===== src/rtl/attopu_fetch_pkg.sv =====
// Shared attopu fetch defaults: address/instruction widths, reset PC, FIFO entry width.
package attopu_fetch_pkg;
  localparam int unsigned ATTOPU_ADDR_W   = 16;
  localparam int unsigned ATTOPU_INSTR_W  = 16;
  localparam logic [15:0] ATTOPU_RESET_PC = 16'h0000;
  localparam int unsigned ATTOPU_ENTRY_W  = ATTOPU_ADDR_W + ATTOPU_INSTR_W;
endpackage


===== src/rtl/attopu_fetch_if.sv =====
// Fetch-stage bus: instruction memory port plus core-side valid/ready and redirect.
interface attopu_fetch_if
  import attopu_fetch_pkg::*;
#(
  parameter int unsigned ADDR_W  = ATTOPU_ADDR_W,
  parameter int unsigned INSTR_W = ATTOPU_INSTR_W
);
  logic               imem_req;
  logic [ADDR_W-1:0]  imem_addr;
  logic [INSTR_W-1:0] imem_rdata;
  logic               redirect;
  logic [ADDR_W-1:0]  redirect_pc;
  logic               instr_valid;
  logic [INSTR_W-1:0] instr;
  logic [ADDR_W-1:0]  instr_pc;
  logic               instr_ready;
  logic [ADDR_W-1:0]  fetch_pc;

  modport master (
    output imem_req, imem_addr, instr_valid, instr, instr_pc, fetch_pc,
    input  imem_rdata, redirect, redirect_pc, instr_ready
  );

  modport slave (
    input  imem_req, imem_addr, instr_valid, instr, instr_pc, fetch_pc,
    output imem_rdata, redirect, redirect_pc, instr_ready
  );
endinterface


===== src/rtl/attopu_fetch_fifo.sv =====
// attopu_fifo: DEPTH x W synchronous FIFO with push/pop/flush and occupancy flags.
module attopu_fifo #(
  parameter int unsigned W     = 32,
  parameter int unsigned DEPTH = 4
) (
  input  logic                       clk,
  input  logic                       rst,
  input  logic                       i_push,
  input  logic                       i_pop,
  input  logic                       i_flush,
  input  logic [W-1:0]               i_wdata,
  output logic [W-1:0]               o_rdata,
  output logic [$clog2(DEPTH):0]     o_count,
  output logic                       o_empty,
  output logic                       o_full
);
  localparam int unsigned PW = $clog2(DEPTH);

  logic [W-1:0]  r_mem [DEPTH];
  logic [PW-1:0] r_wp;
  logic [PW-1:0] r_rp;
  logic [PW:0]   r_cnt;

  always_ff @(posedge clk or negedge rst) begin
    if (!rst) begin
      r_wp  <= '0;
      r_rp  <= '0;
      r_cnt <= '0;
    end else if (i_flush) begin
      r_wp  <= '0;
      r_rp  <= '0;
      r_cnt <= '0;
    end else begin
      if (i_push) r_wp <= r_wp + 1'b1;
      if (i_pop)  r_rp <= r_rp + 1'b1;
      case ({i_push, i_pop})
        2'b10:   r_cnt <= r_cnt + 1'b1;
        2'b01:   r_cnt <= r_cnt - 1'b1;
        default: r_cnt <= r_cnt;
      endcase
    end
  end

  always_ff @(posedge clk) begin
    if (i_push && !i_flush) r_mem[r_wp] <= i_wdata;
  end

  assign o_rdata = r_mem[r_rp];
  assign o_count = r_cnt;
  assign o_empty = (r_cnt == '0);
  assign o_full  = (r_cnt == (PW+1)'(DEPTH));
endmodule


===== src/rtl/attopu_fetch.sv =====
// attopu fetch stage: sequential imem fetch, prefetch FIFO, valid/ready to core, redirect flush.
// Optional ATTOPU_FETCH_BYPASS_EN: a live response into an empty FIFO is presented the same cycle.
module attopu_fetch
  import attopu_fetch_pkg::*;
#(
  parameter int unsigned       ADDR_W   = ATTOPU_ADDR_W,
  parameter int unsigned       INSTR_W  = ATTOPU_INSTR_W,
  parameter int unsigned       DEPTH    = 4,
  parameter logic [ADDR_W-1:0] RESET_PC = ADDR_W'(ATTOPU_RESET_PC)
) (
  input  logic           clk,
  input  logic           rst,
  attopu_fetch_if.master bus
);
  localparam int unsigned ENTRY_W = ADDR_W + INSTR_W;
  localparam int unsigned CNT_W   = $clog2(DEPTH) + 1;

  logic [ADDR_W-1:0]  r_fetch_pc;
  logic               r_inflight;
  logic [ADDR_W-1:0]  r_inflight_pc;
  logic               r_kill;

  logic [ENTRY_W-1:0] w_head;
  logic [CNT_W-1:0]   w_count;
  logic               w_empty;
  logic               w_full;
  logic               w_credit;
  logic               w_req;
  logic               w_live;
  logic               w_byp;
  logic               w_push;
  logic               w_pop;

  // count + inflight < DEPTH, expressed via the FIFO flags
  assign w_credit = !w_full && !(r_inflight && (w_count == CNT_W'(DEPTH - 1)));
  assign w_req    = rst && w_credit && !bus.redirect;
  assign w_live   = r_inflight && !r_kill && !bus.redirect;

`ifdef ATTOPU_FETCH_BYPASS_EN
  assign w_byp = w_empty && w_live;
`else
  assign w_byp = 1'b0;
`endif

  assign w_push = w_live && !(w_byp && bus.instr_ready);
  assign w_pop  = !w_empty && bus.instr_ready;

  attopu_fifo #(
    .W     (ENTRY_W),
    .DEPTH (DEPTH)
  ) u_fifo (
    .clk     (clk),
    .rst     (rst),
    .i_push  (w_push),
    .i_pop   (w_pop),
    .i_flush (bus.redirect),
    .i_wdata ({r_inflight_pc, bus.imem_rdata}),
    .o_rdata (w_head),
    .o_count (w_count),
    .o_empty (w_empty),
    .o_full  (w_full)
  );

  always_ff @(posedge clk or negedge rst) begin
    if (!rst) begin
      r_fetch_pc    <= RESET_PC;
      r_inflight    <= 1'b0;
      r_inflight_pc <= '0;
      r_kill        <= 1'b0;
    end else begin
      r_kill     <= bus.redirect;
      r_inflight <= w_req;
      if (bus.redirect) begin
        r_fetch_pc <= bus.redirect_pc;
      end else if (w_req) begin
        r_fetch_pc    <= r_fetch_pc + 1'b1;
        r_inflight_pc <= r_fetch_pc;
      end
    end
  end

  always_comb begin
    bus.instr_valid = 1'b0;
    bus.instr       = '0;
    bus.instr_pc    = '0;
    if (!w_empty) begin
      bus.instr_valid = 1'b1;
      {bus.instr_pc, bus.instr} = w_head;
    end else if (w_byp) begin
      bus.instr_valid = 1'b1;
      bus.instr_pc    = r_inflight_pc;
      bus.instr       = bus.imem_rdata;
    end
  end

  assign bus.imem_req  = w_req;
  assign bus.imem_addr = r_fetch_pc;
  assign bus.fetch_pc  = r_fetch_pc;
endmodule


===== src/flat_wrapper.sv =====
// flat-port wrapper written by rule: the top's interface ports become plain ports
module attopu_fetch_flat import attopu_fetch_pkg::*;
#(
  parameter int unsigned       ADDR_W   = ATTOPU_ADDR_W,
  parameter int unsigned       INSTR_W  = ATTOPU_INSTR_W,
  parameter int unsigned       DEPTH    = 4,
  parameter logic [ADDR_W-1:0] RESET_PC = ADDR_W'(ATTOPU_RESET_PC)
)
  (clk, rst, bus_imem_req, bus_imem_addr, bus_instr_valid, bus_instr, bus_instr_pc, bus_fetch_pc, bus_imem_rdata, bus_redirect, bus_redirect_pc, bus_instr_ready);
  attopu_fetch_if #(.ADDR_W(ADDR_W), .INSTR_W(INSTR_W)) bus_i ();
  input  logic clk;
  input  logic rst;
  output wire logic [$bits(bus_i.imem_req)-1:0] bus_imem_req;
  output wire logic [$bits(bus_i.imem_addr)-1:0] bus_imem_addr;
  output wire logic [$bits(bus_i.instr_valid)-1:0] bus_instr_valid;
  output wire logic [$bits(bus_i.instr)-1:0] bus_instr;
  output wire logic [$bits(bus_i.instr_pc)-1:0] bus_instr_pc;
  output wire logic [$bits(bus_i.fetch_pc)-1:0] bus_fetch_pc;
  input wire logic [$bits(bus_i.imem_rdata)-1:0] bus_imem_rdata;
  input wire logic [$bits(bus_i.redirect)-1:0] bus_redirect;
  input wire logic [$bits(bus_i.redirect_pc)-1:0] bus_redirect_pc;
  input wire logic [$bits(bus_i.instr_ready)-1:0] bus_instr_ready;
  assign bus_imem_req = bus_i.imem_req;
  assign bus_imem_addr = bus_i.imem_addr;
  assign bus_instr_valid = bus_i.instr_valid;
  assign bus_instr = bus_i.instr;
  assign bus_instr_pc = bus_i.instr_pc;
  assign bus_fetch_pc = bus_i.fetch_pc;
  assign bus_i.imem_rdata = bus_imem_rdata;
  assign bus_i.redirect = bus_redirect;
  assign bus_i.redirect_pc = bus_redirect_pc;
  assign bus_i.instr_ready = bus_instr_ready;
  attopu_fetch #(.ADDR_W(ADDR_W), .INSTR_W(INSTR_W), .DEPTH(DEPTH), .RESET_PC(RESET_PC)) u_core (.clk(clk), .rst(rst), .bus(bus_i));
endmodule

===== config.mk =====
export PLATFORM = sky130hd
export DESIGN_NAME = attopu_fetch_flat
export DESIGN_NICKNAME = d
export VERILOG_FILES = /design/src/rtl/attopu_fetch_pkg.sv /design/src/rtl/attopu_fetch_if.sv /design/src/rtl/attopu_fetch_fifo.sv /design/src/rtl/attopu_fetch.sv /design/src/flat_wrapper.sv
export SDC_FILE = /design/constraint.sdc
export NUM_CORES = 1
export LEC_CHECK = 0
export ABC_AREA = 1
export ABC_CLOCK_PERIOD_IN_PS = 2900
export CORE_AREA = 2 2 152 154
export DETAILED_ROUTE_END_ITERATION = 10
export DIE_AREA = 0 0 154 156
export PLACE_DENSITY = 0.51
export SETUP_SLACK_MARGIN = 0.02
export SLEW_MARGIN = 20
export SYNTH_ARGS = -nofsm -noshare
export SYNTH_HDL_FRONTEND = slang
export SYNTH_SLANG_ARGS = --single-unit

===== constraint.sdc =====
create_clock -name clk -period 2.9 [get_ports clk]
set_clock_uncertainty 0.15 [all_clocks]
set_input_delay 0.29 -clock clk [delete_from_list [all_inputs] [get_ports clk]]
set_output_delay 0.29 -clock clk [all_outputs]
set_load 0.03 [all_outputs]

==> metrics.txt, run 1 <==
Sink Count=169; Ys Warns=0; Ports=102; FF/Latch Area=4870 um2; Max Slew Vio Count=0; status=finished, final reports clean; max_cap viols=0; RSZ-0062 raised after global routing=no; DRT Wirelength=16,800 um; layout cells sized above 1=12.5%; synthesized area=7330 um2; register area share after synthesis=66.5%; EDFF count, synth=128; clock buffer count from CTS=17; latest clock arrival within the worst-skew pair=420 ps; Post-DP HPWL=10,200 um; drt drc=0; # nets final=814; fraction of registers with async set/reset=24.3%; H-tree levels=4; Slew HR=62.4%; Setup crit end kind=output port; fillcell total=2,140; hold depth=3; Slew @ Worst Pin=564 ps; pwr dens=911 nW/um2; CTS tree=yes; Setup CP Type=flip-flop to output port; synth top area cells=edfxtp_1 (52%), dfrtp_1 (14%), nor2_1 (7.9%), o21ai_0 (5.2%), nand2_1 (4.6%); syn nets=727; RD Place Congestion=0.868; worst hold slack=288 ps; CP arrival=2180 ps; Max Fclk=381 MHz; PortBufs=101; reg2reg end=u_core.u_fifo.o_count[2]; Hold Path End=u_core.bus.fetch_pc[11]; row count=55; root buf cell=clkbuf_16; global-route wire length before repair=26,700 um; number of synthesized register bits=169; area delta synth->final=26.5%; most frequent cell after synthesis=nor2_1; Yosys cell types=33; initial antenna violation count=0; Hold WC Path Type=input port to flip-flop; setup_tns=0 ps; wire per inst=15.7 um; FF-to-FF Start=u_core.u_fifo.o_count[1]; Peak VDD IR=0.353 mV; Final Hold Fails=0; post-synthesis average cell area=10.7 um2; startpoint types=flip-flop; flop2flop setup slack=810 ps; vias in the first global route=5,093; Syn Inst Count=685; Layout Utilization=41.4%; fin crit period=2620 ps; Yosys top cell by area=edfxtp_1; pin count of the biggest net entering global routing=66; Primary FF master, synth=edfxtp_1; grt total ovfl=0; Die Ht=156 um; total track usage=14.5%; worst-path maximum fanout=22; n_diodes=0; vias post-DR=5,004; initial core utilization=32.8%; Die Span X=154 um; Multi-input gate area=2050 um2; Core Box Area=22,400 um2; required time worst endpoint=2460 ps; Worst-path clk slew=70 ps; Commonest cells post-synth=nor2_1 (154), edfxtp_1 (128), nand2_1 (89); Die ar.=24,000 um2; Lkg Pwr=3.54 nW; share of the synthesized area in the top cell type=52.5%; TritonRoute pass-1 iters=4; count of final setup violators=0; Longest Clk Path Bufs=2; source of the worst hold timing path=bus_redirect_pc[11]; Routed Antenna Nets=0; fin crit share=90.4%; Iter 0 DRT Violations=268; DR vias/cell=4.68; Worst R2R Path Depth=10
==> state kept, by name, indices dropped and copies added (netlist names) <==
| signal | cells |
|---|---|
| u_core.u_fifo.r_rp | 2 |
| u_core.r_inflight_pc | 16 |
| u_core.r_inflight | 1 |
| u_core.u_fifo.r_wp | 2 |
| u_core.bus.fetch_pc | 16 |
| u_core.r_kill | 1 |
| u_core.u_fifo.r_mem | 128 |
| u_core.u_fifo.o_count | 3 |
==> routing by layer <==
metal | up-vias | share of wire, % | global-route usage (%)
met5 | - | 0 | 0
met4 | 0 | 0.91 | 5.07
met3 | 13 | 4.3 | 3.25
met2 | 118 | 48 | 24.8
met1 | 2386 | 47 | 18.0
li1 | 2487 | - | -
==> how the worst max path moves through the flow <==
stage	from	endpoint	slack, ps	cells after the start
2_1_floorplan	u_core.u_fifo.r_wp[0]	u_core.u_fifo.r_mem[2][0]	320	4
3_3_place_gp	bus_redirect	u_core.u_fifo.o_count[2]	540	11
3_5_place_dp	bus_redirect	u_core.u_fifo.o_count[2]	510	11
4_1_cts	u_core.u_fifo.r_rp[0]	bus_instr_pc[3]	150	6
5_1_grt	u_core.u_fifo.r_rp[0]	bus_instr[7]	80	5
6_report	u_core.u_fifo.r_rp[1]	bus_instr_pc[3]	280	6
==> layout by cell type, fill, tap and decap left out, types with 30 or more instances in the layout <==
cell	synthesis	final
o21ai_0	76	76
nor2_1	154	150
nand3_1	35	35
nand2_1	89	89
a21oi_1	38	38
clkdlybuf4s50_1	0	67
buf_4	19	30
edfxtp_1	128	128
inv_1	33	33
dfrtp_1	41	40
==> power by group <==
part	leakage (nW)	internal [W]	total [W]	switching, W
clock network	0.299	0.00136	0.00230	0.000934
logic	1.57	0.00114	0.00298	0.00184
registers	1.67	0.00290	0.00317	0.000267
total	3.54	0.00540	0.00844	0.00304
==> per-stage QoR <==
step	total power (W)	instance area [um2]	worst slack (ps)	instances
5_1_grt	0.00888	9270	83.4	1070
6_report	0.00844	9270	278	1070
2_1_floorplan	0.00489	7330	322	685
4_1_cts	0.00855	9260	152	1070
3_3_place_gp	0.00619	8650	541	1037
3_5_place_dp	0.00623	8650	512	1037
==> final cells by class <==
| type | count | share of cell area [%] |
|---|---|---|
| timing repair buffer | 116 | 13.4 |
| sequential | 169 | 52.6 |
| inverter | 37 | 1.53 |
| multi-input combinational | 431 | 22.2 |
| clock buffer | 18 | 4.63 |
| tap | 285 | 3.85 |
| clock inverter | 14 | 1.85 |
==> critical path, cell delays in order, from the launching register on <==
cell and delay (ps):
dfrtp_1 340, clkinv_1 370, buf_12 320, nor2_1 100
o21ai_0 80, a21oi_1 360, buf_12 170
==> cells by family after synthesis <==
kind of cell / count (synthesis) / synth area share (%)
flip-flops: 169 / 66.5
AND/OR/NAND/NOR: 295 / 17.0
AO/OA/AOI/OAI: 122 / 8.56
XOR/XNOR: 8 / 0.956
adder cells (fa/ha/maj): 6 / 1.13
buffers and inverters: 85 / 5.89
==> timing repair <==
action / in CTS / in global routing
buffers inserted: 0 / 0
endpoints found under the setup margin: 0 / 1
hold endpoints to repair: 41 / 0
hold buffers: 1 / 0
gates resized for setup: 0 / 1
Note: power is estimated with default switching activity, not from simulation.
==> run 2: changes to the inputs <==
--- a/config.mk
+++ b/config.mk
@@ -5,11 +5,10 @@
 export SDC_FILE = /design/constraint.sdc
 export NUM_CORES = 1
 export LEC_CHECK = 0
-export ABC_AREA = 1
 export ABC_CLOCK_PERIOD_IN_PS = 2900
-export CORE_AREA = 2 2 152 154
+export CORE_AREA = 2 2 150 152
 export DETAILED_ROUTE_END_ITERATION = 10
-export DIE_AREA = 0 0 154 156
+export DIE_AREA = 0 0 152 154
 export PLACE_DENSITY = 0.51
 export SETUP_SLACK_MARGIN = 0.02
 export SLEW_MARGIN = 20
==> run 2 against run 1 <==
Against the previous run: register-to-register slack worse by 90 ps; power is 4.9% lower; synthesized cell count is 41% lower; via count is 22% lower; sequential cell count stayed put; critical path type unchanged; sequential power is 2% lower; worst setup slack worse by 160 ps; critical endpoint is now bus_instr[15].
==> metrics.txt, run 2 <==
vias post-DR=3,887; Ports=102; DRT Wirelength=14,200 um; EDFF count, synth=128; vias in the first global route=4,120; Lkg Pwr=3.25 nW; Iter 0 DRT Violations=181; worst-path maximum fanout=12; grt met3 use=3.35%; CP Buf/Inv Count=2; synth top area cells=edfxtp_1 (55%), dfrtp_1 (15%), mux4_2 (10%), and2_1 (3.4%), mux2_4 (1.9%); Hold WC Path Type=input port to flip-flop; Worst-path clk slew=70 ps; Yosys top cell by area=edfxtp_1; # nets final=566; n_diodes=0; drt drc=0; Primary FF master, synth=edfxtp_1; Max Fclk=360 MHz; total track usage=12.8%; Slew @ Worst Pin=563 ps; Slew HR=62.5%; critical-path cell list=buf_12, mux4_2, and2_1, clkdlybuf4s50_1; DR vias/cell=4.76; Die Span X=152 um; Routed Antenna Nets=0; CP arrival=2340 ps; met2 global-route usage=21.0%; RD Place Congestion=0.769; initial core utilization=32.5%; TritonRoute pass-1 iters=6; fin crit share=95.8%; Ys Warns=0; Final Hold Fails=0; commonest non-fill, non-tap cell in the layout=edfxtp_1; Longest Clk Path Bufs=2; max FFs per register=128; area delta synth->final=31.0%; layout cells sized above 1=24.0%; Syn Inst Count=407; Die ar.=23,400 um2; Commonest cells post-synth=edfxtp_1 (128), dfrtp_1 (41), and2_1 (38); latest clock arrival within the worst-skew pair=430 ps; hold depth=3; largest register by flop count=u_core.u_fifo.r_mem; grt total ovfl=0; number of synthesized register bits=169; RSZ-0062 raised after global routing=no; pwr dens=870 nW/um2; Die Ht=154 um; status=finished, final reports clean; pin count of the biggest net entering global routing=35; slowest cell on the critical path=clkdlybuf4s50_1; Setup CP Type=flip-flop to output port; startpoint types=flip-flop; row count=54; count of final setup violators=0; max_cap viols=0; fraction of registers with async set/reset=24.3%; H-tree levels=4; worst hold slack=272 ps; global-route wire length before repair=23,000 um; Worst R2R Path Depth=6; Top delay family on crit path=buffers and inverters; syn nets=449; synthesized area=7040 um2; met1 usage=16.4%; register area share after synthesis=69.1%; commonest non-fill, non-tap cells in the layout=edfxtp_1 (128), clkdlybuf4s50_1 (85), dfrtp_1 (39); post-synthesis average cell area=17.3 um2; wire per inst=17.4 um; Crit path depth=4; clock buffer count from CTS=17; fin crit period=2780 ps; root buf cell=clkbuf_16; setup_tns=0 ps; Peak VDD IR=0.389 mV; Core Box Area=21,700 um2; Crit path largest cell delay=590 ps; Layout Utilization=42.6%; required time worst endpoint=2460 ps; most frequent cell after synthesis=edfxtp_1; Max Slew Vio Count=0; Setup crit end kind=output port; Post-DP HPWL=9280 um; initial antenna violation count=0; PortBufs=101; Sink Count=169; GRT busiest layer=met2; Yosys cell types=39; share of the synthesized area in the top cell type=54.6%; CTS tree=yes
-- run 2: where the power goes --
group / internal [W] / switching, W
Combinational: 0.00137 / 0.00134
Sequential: 0.00287 / 0.000247
Clock: 0.00120 / 0.00100
Total: 0.00544 / 0.00259
-- run 2: metal layers --
| layer | wire length, um | share of wire (%) |
|---|---|---|
| met5 | 0 | 0 |
| met4 | 254 | 1.8 |
| met3 | 639 | 4.5 |
| met2 | 6950 | 49 |
| met1 | 6360 | 45 |
-- run 2: worst paths after layout --
| kind | start | to | slack [ps] |
|---|---|---|---|
| min in group asynchronous | rst | u_core.bus.fetch_pc[15] | 310 |
| max reg2reg | u_core.u_fifo.o_count[1] | u_core.u_fifo.o_count[2] | 720 |
| min reg2reg | u_core.r_inflight_pc[9] | u_core.u_fifo.r_mem[3][25] | 370 |
| max | u_core.u_fifo.r_rp[0] | bus_instr[15] | 120 |
| max in group asynchronous | rst | u_core.u_fifo.r_rp[0] | 1940 |
| min | bus_redirect_pc[8] | u_core.bus.fetch_pc[8] | 270 |
-- run 2: repair_timing --
action,CTS,global route
pin swaps,0,1
gates resized for setup,0,3
buffers inserted,2,12
endpoints found under the setup margin,21,4
hold buffers,1,0
hold endpoints to repair,41,0
-- run 2: through the flow --
stage	cells	total power, W	instance area [um2]	worst slack, ps
after floorplan	407	0.00468	7040	811
after global placement	770	0.00585	8500	436
after detailed placement	770	0.00589	8500	368
after CTS	805	0.00814	9120	66.1
after global routing	817	0.00842	9230	25.9
final	817	0.00803	9230	120
-- run 2: kinds of logic (layout without fill, tap and decap cells) --
group / after synthesis / count (layout) / synth area share [%]
and+or+nand+nor: 108 / 108 / 9.52
muxes: 50 / 50 / 13.6
xor gates and xnor gates: 8 / 8 / 0.995
AOI/OAI and AO/OA: 28 / 28 / 2.47
buffers and inverters: 38 / 168 / 3.16
adders and majority gates: 6 / 6 / 1.17
DFF: 169 / 169 / 69.1
-- run 2: area by class of cell --
cell class | count | area, um2
Clock inverter | 14 | 140
Inverter | 4 | 15.0
Tap cell | 280 | 350
Multi-Input combinational cell | 200 | 1960
Timing Repair Buffer | 132 | 1440
Sequential cell | 169 | 4870
Clock buffer | 18 | 450
Fill cell | 1954 | 12500
-- run 2: worst register-to-register path, stage by stage, from the launching register on --
cell,delay [ps]
dfrtp_1,450
o31ai_2,480
nor2_1,100
fa_1,390
nor3_1,240
o21ai_0,110
nor3b_1,140
==> run 3: changes to the inputs <==
--- a/config.mk
+++ b/config.mk
@@ -6,12 +6,13 @@
 export NUM_CORES = 1
 export LEC_CHECK = 0
 export ABC_CLOCK_PERIOD_IN_PS = 2900
-export CORE_AREA = 2 2 150 152
+export CORE_AREA = 2 2 118 120
 export DETAILED_ROUTE_END_ITERATION = 10
-export DIE_AREA = 0 0 152 154
-export PLACE_DENSITY = 0.51
+export DIE_AREA = 0 0 120 122
+export PLACE_DENSITY = 0.77
 export SETUP_SLACK_MARGIN = 0.02
 export SLEW_MARGIN = 20
 export SYNTH_ARGS = -nofsm -noshare
 export SYNTH_HDL_FRONTEND = slang
 export SYNTH_SLANG_ARGS = --single-unit
+export TNS_END_PERCENT = 30
==> run 3 against run 2 <==
Against the previous run: power fell by 2.5%; design area fell by 4.0%; non-clock buffer count fell by 18; largest cell class unchanged; global-route usage rose by 6.1 points; clock-buffer cell count did not move; sequential power barely moved; critical path depth did not move.
==> metrics.txt, run 3 (synthesis results as in run 2) <==
status=finished, final reports clean; fin crit period=2780 ps; total track usage=18.9%; RSZ-0062 raised after global routing=yes; vias post-DR=3,845; Worst-path clk slew=60 ps; root buf cell=clkbuf_16; DR vias/cell=5.50; Die ar.=14,600 um2; Max Fclk=359 MHz; row count=43; Sink Count=169; Slew HR=59.3%; grt met3 use=5.24%; Lkg Pwr=3.07 nW; H-tree levels=4; Iter 0 DRT Violations=305; count of final setup violators=0; commonest non-fill, non-tap cells in the layout=edfxtp_1 (128), clkdlybuf4s50_1 (98), dfrtp_1 (39); Setup crit end kind=output port; Ports=102; CP Buf/Inv Count=2; Hold WC Path Type=input port to async pin; Layout Utilization=65.6%; layout cells sized above 1=18.5%; Core Box Area=13,500 um2; Die Span X=120 um; clock buffer count from CTS=17; CTS tree=yes; Setup CP Type=flip-flop to output port; Post-DP HPWL=8280 um; pwr dens=884 nW/um2; GRT busiest layer=met2; drt drc=0; startpoint types=flip-flop; initial core utilization=52.2%; setup_tns=0 ps; Top delay family on crit path=buffers and inverters; fin crit share=96.0%; RD Place Congestion=0.792; Die Ht=122 um; critical-path cell list=buf_12, mux4_2, and2_1, clkdlybuf4s50_1; pin count of the biggest net entering global routing=35; Longest Clk Path Bufs=2; largest register by flop count=u_core.u_fifo.r_mem; DRT Wirelength=13,000 um; n_diodes=0; # nets final=548; commonest non-fill, non-tap cell in the layout=edfxtp_1; met2 global-route usage=31.9%; Setup Buffers After CTS=0; grt total ovfl=0; worst-path maximum fanout=27; vias in the first global route=4,004; TritonRoute pass-1 iters=5; wire per inst=18.6 um; CP arrival=2340 ps; slowest cell on the critical path=clkdlybuf4s50_1; Final Hold Fails=0; global-route wire length before repair=20,600 um; Crit path largest cell delay=580 ps; PortBufs=101; max_cap viols=0; Routed Antenna Nets=0; latest clock arrival within the worst-skew pair=420 ps; required time worst endpoint=2460 ps; Slew @ Worst Pin=609 ps; Peak VDD IR=0.380 mV; initial antenna violation count=0; area delta synth->final=25.8%; max FFs per register=128; met1 usage=23.8%; Max Slew Vio Count=0
[run 3: cell types whose count changed in the layout (fill, tap and decap cells not counted), moves of 3 or more]
cell	delta
inv_6	-4
buf_12	-12
bufinv_16	+4
clkdlybuf4s50_1	+13
buf_4	-17
clkinv_1	+3
inv_8	-5
[run 3: repair_timing]
| action | in CTS | in global routing |
|---|---|---|
| hold endpoints to repair | 9 | 0 |
| resized for setup | 0 | 1 |
| hold buffers | 1 | 0 |
| setup endpoints to repair | 0 | 5 |
[run 3: final cells by class]
| type | count | area [um2] |
|---|---|---|
| sequential | 169 | 4870 |
| fill | 902 | 4650 |
| multi-input combinational | 200 | 1960 |
| timing repair buffer | 114 | 1180 |
| clock buffer | 18 | 429 |
| tap | 180 | 225 |
| clock inverter | 14 | 179 |
| inverter | 4 | 15.0 |
[run 3: power by group]
part	switching (W)	total [W]	leakage (nW)	internal (W)
Combinational	0.00128	0.00242	1.14	0.00114
Clock	0.000874	0.00230	0.289	0.00143
Sequential	0.000237	0.00311	1.64	0.00287
[run 3: worst paths after layout]
check | from | endpoint | slack, ps | cells past startpoint
min | rst | u_core.bus.fetch_pc[2] | 210 | 2
max in group asynchronous | rst | u_core.r_inflight_pc[9] | 1800 | 3
max | u_core.u_fifo.r_rp[0] | bus_instr_pc[0] | 120 | 4
min reg2reg | u_core.r_inflight_pc[10] | u_core.u_fifo.r_mem[0][26] | 370 | 0
max reg2reg | u_core.u_fifo.o_count[1] | u_core.u_fifo.o_count[2] | 660 | 6
min in group clk | bus_redirect_pc[6] | u_core.bus.fetch_pc[6] | 280 | 3
[run 3: through the flow]
step                worst slack (ps)  total power (W)  instances  area (um2)  hold slack [ps]
CTS                             65.8          0.00790        699        8860              187
finish                           117          0.00783        699        8860              207
detailed placement               524          0.00560        666        8240              116
global placement                 534          0.00555        666        8240              101
floorplan                        811          0.00468        407        7040             -156
global route                    2.53          0.00816        699        8860              211
[run 3: metal layers]
| metal | wire [um] | part of all wire [%] |
|---|---|---|
| met3 | 712 | 5.5 |
| met1 | 5610 | 43 |
| met5 | 0 | 0 |
| met4 | 73 | 0.56 |
| met2 | 6580 | 51 |
